<file path="src/rtl/muldiv_unit.sv">
// muldiv_unit: iterative multiply / unsigned divide for the EX stage.
//   MUL  : shift-add, returns the low WIDTH bits of a*b.
//   UDIV : restoring division, returns a/b (0 when b == 0).
// Every operation takes exactly WIDTH iterations after the start edge.
//
// Ports
//   clk         rising-edge clock
//   reset       asynchronous, active-low
//   start_mult  begin MUL (wins over start_div)
//   start_div   begin UDIV
//   flush       squash the in-flight op / block a new start
//   a, b        operands, sampled on the start edge
//   stall       combinational pipeline hold
//   done        registered one-cycle result-valid pulse
//   result      registered, last completed result
module muldiv_unit #(
  parameter int WIDTH = 64
) (
  input  logic             clk,
  input  logic             reset,
  input  logic             start_mult,
  input  logic             start_div,
  input  logic             flush,
  input  logic [WIDTH-1:0] a,
  input  logic [WIDTH-1:0] b,
  output logic             stall,
  output logic             done,
  output logic [WIDTH-1:0] result
);

  localparam int CW = (WIDTH > 1) ? $clog2(WIDTH) : 1;

  typedef enum logic [1:0] {IDLE, MUL, DIV, DONE} state_t;

  state_t           state, state_nxt;
  logic [CW-1:0]    cnt;
  logic [WIDTH-1:0] acc, mcand, mplier;
  logic [WIDTH:0]   rem;
  logic [WIDTH-1:0] quo, dvsr;

  logic             accept, busy, last;
  logic [WIDTH-1:0] mul_sum;
  logic [WIDTH:0]   div_sh;
  logic [WIDTH+1:0] div_diff;
  logic             div_ok;
  logic [WIDTH:0]   div_rem_nxt;
  logic [WIDTH-1:0] div_quo_nxt;

  assign accept = ((state == IDLE) || (state == DONE)) && !flush && (start_mult || start_div);
  assign busy   = (state == MUL) || (state == DIV);
  assign last   = (cnt == CW'(WIDTH-1));
  assign stall  = accept || busy;

  // One shift-add step; bits above WIDTH are simply dropped.
  assign mul_sum = acc + (mplier[0] ? mcand : '0);

  // One restoring step. The remainder stays below the divisor, so the
  // WIDTH+2-bit difference has a valid sign bit in its MSB.
  assign div_sh      = {rem[WIDTH-1:0], quo[WIDTH-1]};
  assign div_diff    = {rem, quo[WIDTH-1]} - {2'b00, dvsr};
  assign div_ok      = !div_diff[WIDTH+1];
  assign div_rem_nxt = div_ok ? div_diff[WIDTH:0] : div_sh;
  assign div_quo_nxt = {quo[WIDTH-2:0], div_ok};

  always_comb begin
    state_nxt = state;
    case (state)
      IDLE, DONE: begin
        if (accept)
          state_nxt = start_mult ? MUL : DIV;
        else
          state_nxt = IDLE;
      end
      MUL, DIV: begin
        if (flush)
          state_nxt = IDLE;
        else if (last)
          state_nxt = DONE;
      end
      default: state_nxt = IDLE;
    endcase
  end

  always_ff @(posedge clk or negedge reset) begin
    if (!reset)
      state <= IDLE;
    else
      state <= state_nxt;
  end

  always_ff @(posedge clk or negedge reset) begin
    if (!reset) begin
      cnt    <= '0;
      acc    <= '0;
      mcand  <= '0;
      mplier <= '0;
      rem    <= '0;
      quo    <= '0;
      dvsr   <= '0;
      done   <= 1'b0;
      result <= '0;
    end else begin
      done <= 1'b0;
      if (accept) begin
        // Both datapaths load; only the selected one iterates.
        cnt    <= '0;
        acc    <= '0;
        mcand  <= a;
        mplier <= b;
        rem    <= '0;
        quo    <= a;
        dvsr   <= b;
      end else if (busy && !flush) begin
        cnt <= cnt + CW'(1);
        if (state == MUL) begin
          acc    <= mul_sum;
          mcand  <= mcand << 1;
          mplier <= mplier >> 1;
        end else begin
          rem <= div_rem_nxt;
          quo <= div_quo_nxt;
        end
        if (last) begin
          done <= 1'b1;
          if (state == MUL)
            result <= mul_sum;
          else
            result <= (dvsr == '0) ? '0 : div_quo_nxt;
        end
      end
    end
  end

endmodule

</file>
<file path="config.mk">
export PLATFORM = sky130hd
export DESIGN_NAME = muldiv_unit
export DESIGN_NICKNAME = d
export VERILOG_FILES = /design/src/rtl/muldiv_unit.sv
export SDC_FILE = /design/constraint.sdc
export NUM_CORES = 1
export LEC_CHECK = 0
export BUFFER_PORTS_ARGS = -buffer_cell sky130_fd_sc_hd__buf_2
export CORE_UTILIZATION = 54
export CTS_BUF_LIST = sky130_fd_sc_hd__clkbuf_8
export CTS_CLUSTER_SIZE = 25
export DETAILED_ROUTE_END_ITERATION = 6
export PLACE_DENSITY = 0.76
export SETUP_SLACK_MARGIN = 0.15
export SLEW_MARGIN = 20
export SYNTH_ARGS = -nofsm -noshare
export SYNTH_HDL_FRONTEND = slang
export SYNTH_SLANG_ARGS = --single-unit
</file>
<file path="constraint.sdc">
create_clock -name clk -period 4.3 [get_ports clk]
set_clock_uncertainty 0.15 [all_clocks]
set_input_delay 0.645 -clock clk [delete_from_list [all_inputs] [get_ports clk]]
set_output_delay 0.645 -clock clk [all_outputs]
set_load 0.01 [all_outputs]
</file>
==> flow_metrics.py, run 1 <==
metrics = {
    "worst_hold_path": {
        "whs_endpoint": "dvsr[14]",
        "hold_wc_path_type": "in2reg",
        "timing.hold.worst.start": "b[14]",
        "hold-path-cell-count": 3,
    },
    "synth": {
        "number_of_nets_in_the_synthesized_netlist": 3368,
        "yosysWarningCount": 0,
        "synth-edff-count": 0,
        "yosys_most_used_dff": "sky130_fd_sc_hd__dfrtp_1",
        "synth_area_sq_um": 26800,
        "synth_cell_type_count": 72,
        "post-synth-top-area-fraction_pct": 42.8,
        "yosysTopAreaCell": "sky130_fd_sc_hd__dfrtp_1",
        "average_footprint_of_a_synthesized_cell_sq_um": 8.63,
        "ys_ff_latch": 458,
        "netlist_instances": 3104,
        "synth_top_cells_by_count": "467 x sky130_fd_sc_hd__nand2_1, 458 x sky130_fd_sc_hd__dfrtp_1, 265 x sky130_fd_sc_hd__nor2_1",
        "yosys.cell_count.top_type": "sky130_fd_sc_hd__nand2_1",
        "synth.area.top_cells": "sky130_fd_sc_hd__dfrtp_1 43%, sky130_fd_sc_hd__nand2_1 6.5%, sky130_fd_sc_hd__ha_1 6.0%, sky130_fd_sc_hd__a21oi_1 4.1%, sky130_fd_sc_hd__nor2_1 3.7%",
        "synth_seq_area_share_pct": 42.8,
        "synth_async_sr_flop_share_pct": 100,
    },
    "timing": {
        "grt_setup_unrepaired": "yes",
        "whs_ps": 46.4,
        "top_achievable_clock_speed_ghz": 0.244,
        "max_slew.worst_pin.slew_ps": 885,
        "drv_slew": 0,
        "relSlewSlack_pct": 40.3,
        "min_period_ps": 4100,
        "hold_viol_final": 0,
        "post-route-period-util_pct": 95.3,
        "final-setup-viol-count": 0,
    },
    "floorplanning": {
        "standard_cell_row_count": 81,
        "initial_utilization_pct": 54.7,
        "design.core.area_sq_um": 49000,
        "floorplan.die_area_sq_um": 50500,
        "die_w_um": 225,
        "num_io_pins": 199,
        "floorplan.die.height_um": 225,
    },
    "global_route": {
        "global_route.usage.total_pct": 31.4,
        "grt_pass1_vias": 24200,
        "gr-total-overflow": 0,
        "grt_max_degree": 178,
        "grt_antenna_before_repair": 2,
        "grt_pass1_wl_mm": 127,
    },
    "critical_path": {
        "ff2ff_setup_slack_ps": 200,
        "worst-r2r-cell-count": 15,
        "endpoint_kind": "flip-flop",
        "timing.critical_path.arrival_ps": 4470,
        "critical_path_class": "reg2reg",
        "timing.critical_path.required_ps": 4670,
        "cp-start-kind": "flip-flop",
        "path_max_fanout": 23,
        "r2r-end": "result[62]",
        "critical_path.reg2reg.startpoint": "mplier[0]",
    },
    "pwr": {
        "switchingPower_mw": 4.55,
        "leakage_nw": 14.6,
        "share_seq_of_total_power_pct": 42.7,
        "vdd.ir_drop.worst_v": 0.000283,
        "clkPwrFrac_pct": 32.1,
        "switching_share_pct": 34.9,
        "cellPowerDensity_nw_per_um2": 426,
        "power_report.internal_total_mw": 8.47,
        "pwr-share-comb_pct": 25.2,
    },
    "clocking": {
        "cts_tree": "built",
        "clock-root-buffer": "sky130_fd_sc_hd__clkbuf_8",
        "tritoncts_buffers": 79,
        "max_buffers_root_to_sink": 3,
        "ctsHtreeMaxLevel": 3,
        "cts.clk_slew.worst_paths_ps": 60,
        "worst_skew_pair_latency_ps": 690,
        "clock_sink_count": 458,
    },
    "placement": {
        "place.gp.congestion": 0.959,
        "port_buffers": 198,
        "place.detailed.hpwl_mm": 55.1,
        "place_area_sq_um": 28500,
    },
    "route": {
        "antenna_left": 0,
        "drt-initial-drc-count": 2152,
        "drt-vias-per-instance": 6.13,
        "dr_total_vias": 24400,
        "drt_pass1_iterations": 6,
        "route.detailed.drc": 0,
        "routed_wl_mm": 79.6,
        "post_drt_wl_per_cell_um": 20.0,
    },
    "layout": {
        "finish.utilization_pct": 62.5,
        "finish.net_count": 3515,
        "diodes": 0,
        "flow.area_growth_from_synthesis_pct": 14.1,
        "drive_gt1_share_pct": 14.1,
        "final_std_cell_area_no_fill_sq_um": 30600,
    },
    "outcome": {
        "outcome": "finished, final reports clean",
    },
    "job": {
        "cap_violations": 0,
    },
}
==> worst max path at each step <==
| stage | start | endpoint | slack [ps] | cells past startpoint |
|---|---|---|---|---|
| detailed placement | mplier[0] | result[62] | -410 | 14 |
| CTS | mplier[0] | result[62] | 120 | 15 |
| global route | mplier[0] | result[62] | 110 | 15 |
| floorplan | mplier[0] | result[48] | 270 | 16 |
| global placement | mplier[0] | result[62] | -340 | 14 |
| finish | mplier[0] | result[62] | 200 | 15 |
==> through the flow <==
step	TNS (ps)	power (mW)	cells	setup slack, ps
2_1_floorplan	0	7.69	3104	266
3_3_place_gp	-1610	8.69	3814	-336
3_5_place_dp	-1950	8.81	3814	-409
4_1_cts	0	13.0	3966	122
5_1_grt	0	13.7	3977	107
6_report	0	13.0	3977	202
==> kinds of logic (layout without fill, tap and decap cells) <==
logic type,after synthesis,after routing,synth area share (%)
AO/OA/AOI/OAI,910,910,21.9
multiplexers,61,61,2.29
adder cells (fa/ha/maj),131,131,6.17
buffers and inverters,315,524,4.51
flip-flops,458,458,42.8
XOR/XNOR,126,126,4.15
AND/OR/NAND/NOR,1103,1103,18.3
==> layer usage <==
metal  up-vias  part of all wire, %  GRT usage [%]
met3       205                  5.9           5.20
met1     11900                   42           40.1
met5         -                0.024              0
li1      11400                    -              -
met2       884                   48           52.4
met4         4                  3.9           13.9
==> cell type report <==
cell class / instances / area (sq um)
clock inverters: 41 / 250
clock buffers: 102 / 1400
multi-input cells: 2331 / 14400
well taps: 664 / 831
fillers: 4255 / 18400
flip-flops and latches: 458 / 11500
inverters: 102 / 383
repair buffers: 279 / 1830
==> layout by cell type, fill, tap and decap left out, types with 45 or more instances in the layout <==
cell	count
sky130_fd_sc_hd__inv_1	122
sky130_fd_sc_hd__a22o_1	60
sky130_fd_sc_hd__o21ai_0	185
sky130_fd_sc_hd__nand2_1	465
sky130_fd_sc_hd__a21oi_1	218
sky130_fd_sc_hd__clkbuf_8	102
sky130_fd_sc_hd__a221oi_1	58
sky130_fd_sc_hd__nor2_1	260
sky130_fd_sc_hd__nand3_1	145
sky130_fd_sc_hd__xnor2_1	76
sky130_fd_sc_hd__and2_1	66
sky130_fd_sc_hd__mux2i_1	57
sky130_fd_sc_hd__a21o_1	59
sky130_fd_sc_hd__buf_4	58
sky130_fd_sc_hd__buf_2	197
sky130_fd_sc_hd__ha_1	114
sky130_fd_sc_hd__a31oi_1	45
sky130_fd_sc_hd__xor2_1	47
sky130_fd_sc_hd__nand4_1	57
sky130_fd_sc_hd__o22ai_1	64
sky130_fd_sc_hd__a22oi_1	48
sky130_fd_sc_hd__dfrtp_1	457
==> power groups by stage <==
stage                     Clock, mW  Combinational [mW]  Sequential, mW
after floorplan                   0                2.25            5.44
after global placement            0                3.10            5.59
after detailed placement          0                3.19            5.61
after CTS                      4.24                3.22            5.55
after global routing           4.43                3.64            5.63
final                          4.18                3.28            5.56
==> repair_timing <==
| item | CTS | global route |
|---|---|---|
| resized for setup | 7 | 43 |
| endpoints found under the setup margin | 19 | 77 |
| gates cloned | 0 | 1 |
| hold buffers | 5 | 0 |
| hold endpoints to repair | 70 | 0 |
| buffers inserted | 4 | 10 |
| pin swaps | 3 | 10 |
==> worst max-delay path, cell delays in order (launching register included) <==
cell and delay [ps]:
sky130_fd_sc_hd__dfrtp_2 480, sky130_fd_sc_hd__buf_4 230, sky130_fd_sc_hd__and2_1 170, sky130_fd_sc_hd__ha_2 390
sky130_fd_sc_hd__nand4_1 230, sky130_fd_sc_hd__nor4_4 330, sky130_fd_sc_hd__buf_4 190, sky130_fd_sc_hd__and4_1 200
sky130_fd_sc_hd__o31a_1 210, sky130_fd_sc_hd__nor3_2 80, sky130_fd_sc_hd__o31a_1 330, sky130_fd_sc_hd__nor2_2 150
sky130_fd_sc_hd__o221ai_2 150, sky130_fd_sc_hd__o31a_1 340, sky130_fd_sc_hd__xnor2_2 170, sky130_fd_sc_hd__a31oi_1 100
==> flip-flops by register name, indices dropped and copies added, names as in the netlist <==
signal	count
acc	64
cnt	6
done	1
dvsr	64
mcand	64
mplier	64
quo	64
rem	65
result	64
state	2
Note: power is estimated with default switching activity, not from simulation.
==> run 2, diff against run 1 <==
ABC_AREA = 1   (was unset)
PLACE_DENSITY = 0.75   (was 0.76)
==> run 2 against run 1 <==
Effect of this change: register-to-register slack gained 580 ps; critical path type unchanged; sequential power rose by 7.0%; largest cell class unchanged; clock power up 3%; the run now ends with design-rule violations left; clock-buffer cell count is 1 higher; area after synthesis grew 16%; setup slack improved by 580 ps; flip-flop and latch count unchanged; non-clock buffer count fell by 43; core utilization shrank 1.4 points; fmax increased by 16%; sequential share of layout area fell by 4.4 points.
==> flow_metrics.py, run 2 <==
metrics = {
    "synth": {
        "synth_top_cells_by_count": "1511 x sky130_fd_sc_hd__nand2_1, 805 x sky130_fd_sc_hd__inv_1, 458 x sky130_fd_sc_hd__dfrtp_1",
        "number_of_nets_in_the_synthesized_netlist": 4895,
        "combinational_family_with_the_most_area_after_synthesis": "simple AND/OR/NAND/NOR gates",
        "yosysTopAreaCell": "sky130_fd_sc_hd__dfrtp_1",
        "synth.area.mux_share_pct": 0,
        "synth_fa_ha_area_share_pct": 5.31,
        "synth_area_sq_um": 31200,
        "netlist_instances": 4631,
        "synth-edff-count": 0,
        "synth_simple_gate_area_share_pct": 30.7,
        "synth_seq_area_share_pct": 36.8,
        "synth_async_sr_flop_share_pct": 100,
        "ys_ff_latch": 458,
        "synth_compound_gate_area_share_pct": 13.5,
        "yosysWarningCount": 0,
        "post-synth-top-area-fraction_pct": 36.8,
        "synth_cell_type_count": 45,
        "yosys.cell_count.top_type": "sky130_fd_sc_hd__nand2_1",
        "average_footprint_of_a_synthesized_cell_sq_um": 6.73,
        "yosys_most_used_dff": "sky130_fd_sc_hd__dfrtp_1",
        "synth.area.top_cells": "sky130_fd_sc_hd__dfrtp_1 37%, sky130_fd_sc_hd__nand2_1 18%, sky130_fd_sc_hd__inv_1 9.7%, sky130_fd_sc_hd__ha_1 5.2%, sky130_fd_sc_hd__nand3_1 4.6%",
        "synth-xor-area-share_pct": 1.71,
    },
    "layout": {
        "final_std_cell_area_no_fill_sq_um": 34600,
        "largest_reg_flops": 65,
        "flow.area_growth_from_synthesis_pct": 11.1,
        "max_flop_register": "rem",
        "final-instance-count-excl-fill": 5616,
        "final_common_cell": "sky130_fd_sc_hd__nand2_1",
        "finish.net_count": 5058,
        "drive_gt1_share_pct": 8.65,
        "finish.utilization_pct": 61.1,
        "layout.filler_cells": 5512,
        "commonest_non_fill_non_tap_cells_in_the_layout": "1511 x sky130_fd_sc_hd__nand2_1, 826 x sky130_fd_sc_hd__inv_1, 457 x sky130_fd_sc_hd__dfrtp_1",
    },
    "pwr": {
        "power_report.internal_total_mw": 9.49,
        "switchingPower_mw": 6.28,
        "share_seq_of_total_power_pct": 37.8,
        "vdd.ir_drop.worst_v": 0.000361,
        "total_power_mw": 15.8,
        "leakage_nw": 19.4,
        "clkPwrFrac_pct": 27.4,
        "pwr-share-comb_pct": 34.9,
        "switching_share_pct": 39.8,
        "cellPowerDensity_nw_per_um2": 455,
    },
    "global_route": {
        "global_route.usage.total_pct": 35.5,
        "gr-total-overflow": 0,
        "grt_pass1_vias": 30200,
        "grt_antenna_before_repair": 6,
        "grt_max_degree": 130,
        "grt_pass1_wl_mm": 164,
    },
    "floorplanning": {
        "initial_utilization_pct": 54.9,
        "floorplan.die_area_sq_um": 58700,
        "design.core.area_sq_um": 56700,
        "standard_cell_row_count": 87,
        "floorplan.die.height_um": 242,
        "num_io_pins": 199,
        "die_w_um": 242,
    },
    "route": {
        "routed_wl_mm": 104,
        "post_drt_wl_per_cell_um": 18.5,
        "drt-initial-drc-count": 2400,
        "drt_pass1_iterations": 7,
        "drt-vias-per-instance": 5.50,
        "dr_total_vias": 30900,
        "antenna_left": 0,
        "route.detailed.drc": 1,
    },
    "timing": {
        "grt_setup_unrepaired": "no",
        "setup_slack_ps": 780,
        "hold_viol_final": 0,
        "post-route-period-util_pct": 81.9,
        "whs_ps": 44.5,
        "relSlewSlack_pct": 32.8,
        "final-setup-viol-count": 0,
        "max_slew.worst_pin.slew_ps": 1010,
        "tns_ps": 0,
        "min_period_ps": 3520,
        "drv_slew": 0,
        "top_achievable_clock_speed_ghz": 0.284,
    },
    "critical_path": {
        "timing.critical_path.arrival_ps": 3930,
        "path_max_fanout": 23,
        "r2r-end": "result[0]",
        "critical_path.reg2reg.startpoint": "dvsr[47]",
        "cp-start-kind": "flip-flop",
        "endpoint_kind": "flip-flop",
        "ff2ff_setup_slack_ps": 780,
        "critical_path_class": "reg2reg",
        "timing.critical_path.required_ps": 4710,
        "worst-r2r-cell-count": 8,
    },
    "placement": {
        "place_area_sq_um": 32900,
        "dpl.cell_count": 5469,
        "place.gp.congestion": 1.02,
        "place.detailed.hpwl_mm": 79.5,
        "preCtsSetupSlack_ps": 760,
        "port_buffers": 198,
    },
    "clocking": {
        "cts_tree": "built",
        "worst_skew_pair_latency_ps": 700,
        "ctsHoldBuffers": 1,
        "ctsHtreeMaxLevel": 3,
        "postCtsSetupBuffers": 0,
        "clock_sink_count": 458,
        "clock-root-buffer": "sky130_fd_sc_hd__clkbuf_8",
        "tritoncts_buffers": 78,
        "cts_resized": 0,
        "max_buffers_root_to_sink": 3,
        "cts.clk_slew.worst_paths_ps": 60,
    },
    "outcome": {
        "violations": "design-rule violations",
        "outcome": "complete, but fails checks",
    },
    "job": {
        "cap_violations": 0,
    },
    "worst_hold_path": {
        "whs_endpoint": "dvsr[40]",
        "hold_wc_path_type": "in2reg",
        "hold-path-cell-count": 3,
        "timing.hold.worst.start": "b[40]",
    },
}
[run 2: cells by family (layout without fill, tap and decap cells)]
group / after synthesis / in the layout
AND/OR/NAND/NOR: 2319 / 2319
buffers and inverters: 969 / 1195
AO/OA/AOI/OAI: 693 / 693
flip-flops: 458 / 458
adder cells (fa/ha/maj): 131 / 131
XOR/XNOR: 61 / 61
other: 0 / 3
[run 2: per-layer routing]
metal  up-vias  GRT usage, %  part of all wire, %
li1      15100             -                    -
met3       253          5.34                  5.7
met2      1013          58.9                   47
met4         6          15.8                  4.6
met5         -             0                0.038
met1     14600          46.1                   43
[run 2: worst max path at each step]
stage	from	end	slack, ps	cells after the start
final	dvsr[47]	result[0]	780	8
after global routing	mplier[0]	result[53]	520	14
after CTS	dvsr[47]	result[0]	750	8
after detailed placement	dvsr[47]	result[0]	760	8
after global placement	dvsr[47]	result[0]	790	8
after floorplan	mplier[0]	result[28]	1570	17
[run 2: power by group through the flow]
stage          Sequential [mW]  Clock (mW)  Combinational, mW
3_5_place_dp              5.99           0               5.42
2_1_floorplan             5.76           0               3.95
3_3_place_gp              5.99           0               5.33
5_1_grt                   6.06        4.55               6.17
4_1_cts                   5.93        4.36               5.46
6_report                  5.95        4.31               5.50
[run 2: critical path, stage by stage, from the launching register on]
cell                      delay (ps)
sky130_fd_sc_hd__dfrtp_1         380
sky130_fd_sc_hd__nor4_1          640
sky130_fd_sc_hd__nand4_1         310
sky130_fd_sc_hd__nor2_1          370
sky130_fd_sc_hd__nand2_1         120
sky130_fd_sc_hd__nand2_1         440
sky130_fd_sc_hd__inv_1           620
sky130_fd_sc_hd__nand2_1         290
sky130_fd_sc_hd__a21oi_1          90
[run 2: cell type report]
type	instances	area [sq um]	area share, %
diodes	3	7.51	0.0217
clock buffers	103	1420	4.09
clock inverters	40	304	0.878
inverters	816	3080	8.88
multi-input cells	3204	16000	46.2
flip-flops and latches	458	11500	33.1
well taps	756	946	2.73
repair buffers	236	1430	4.12
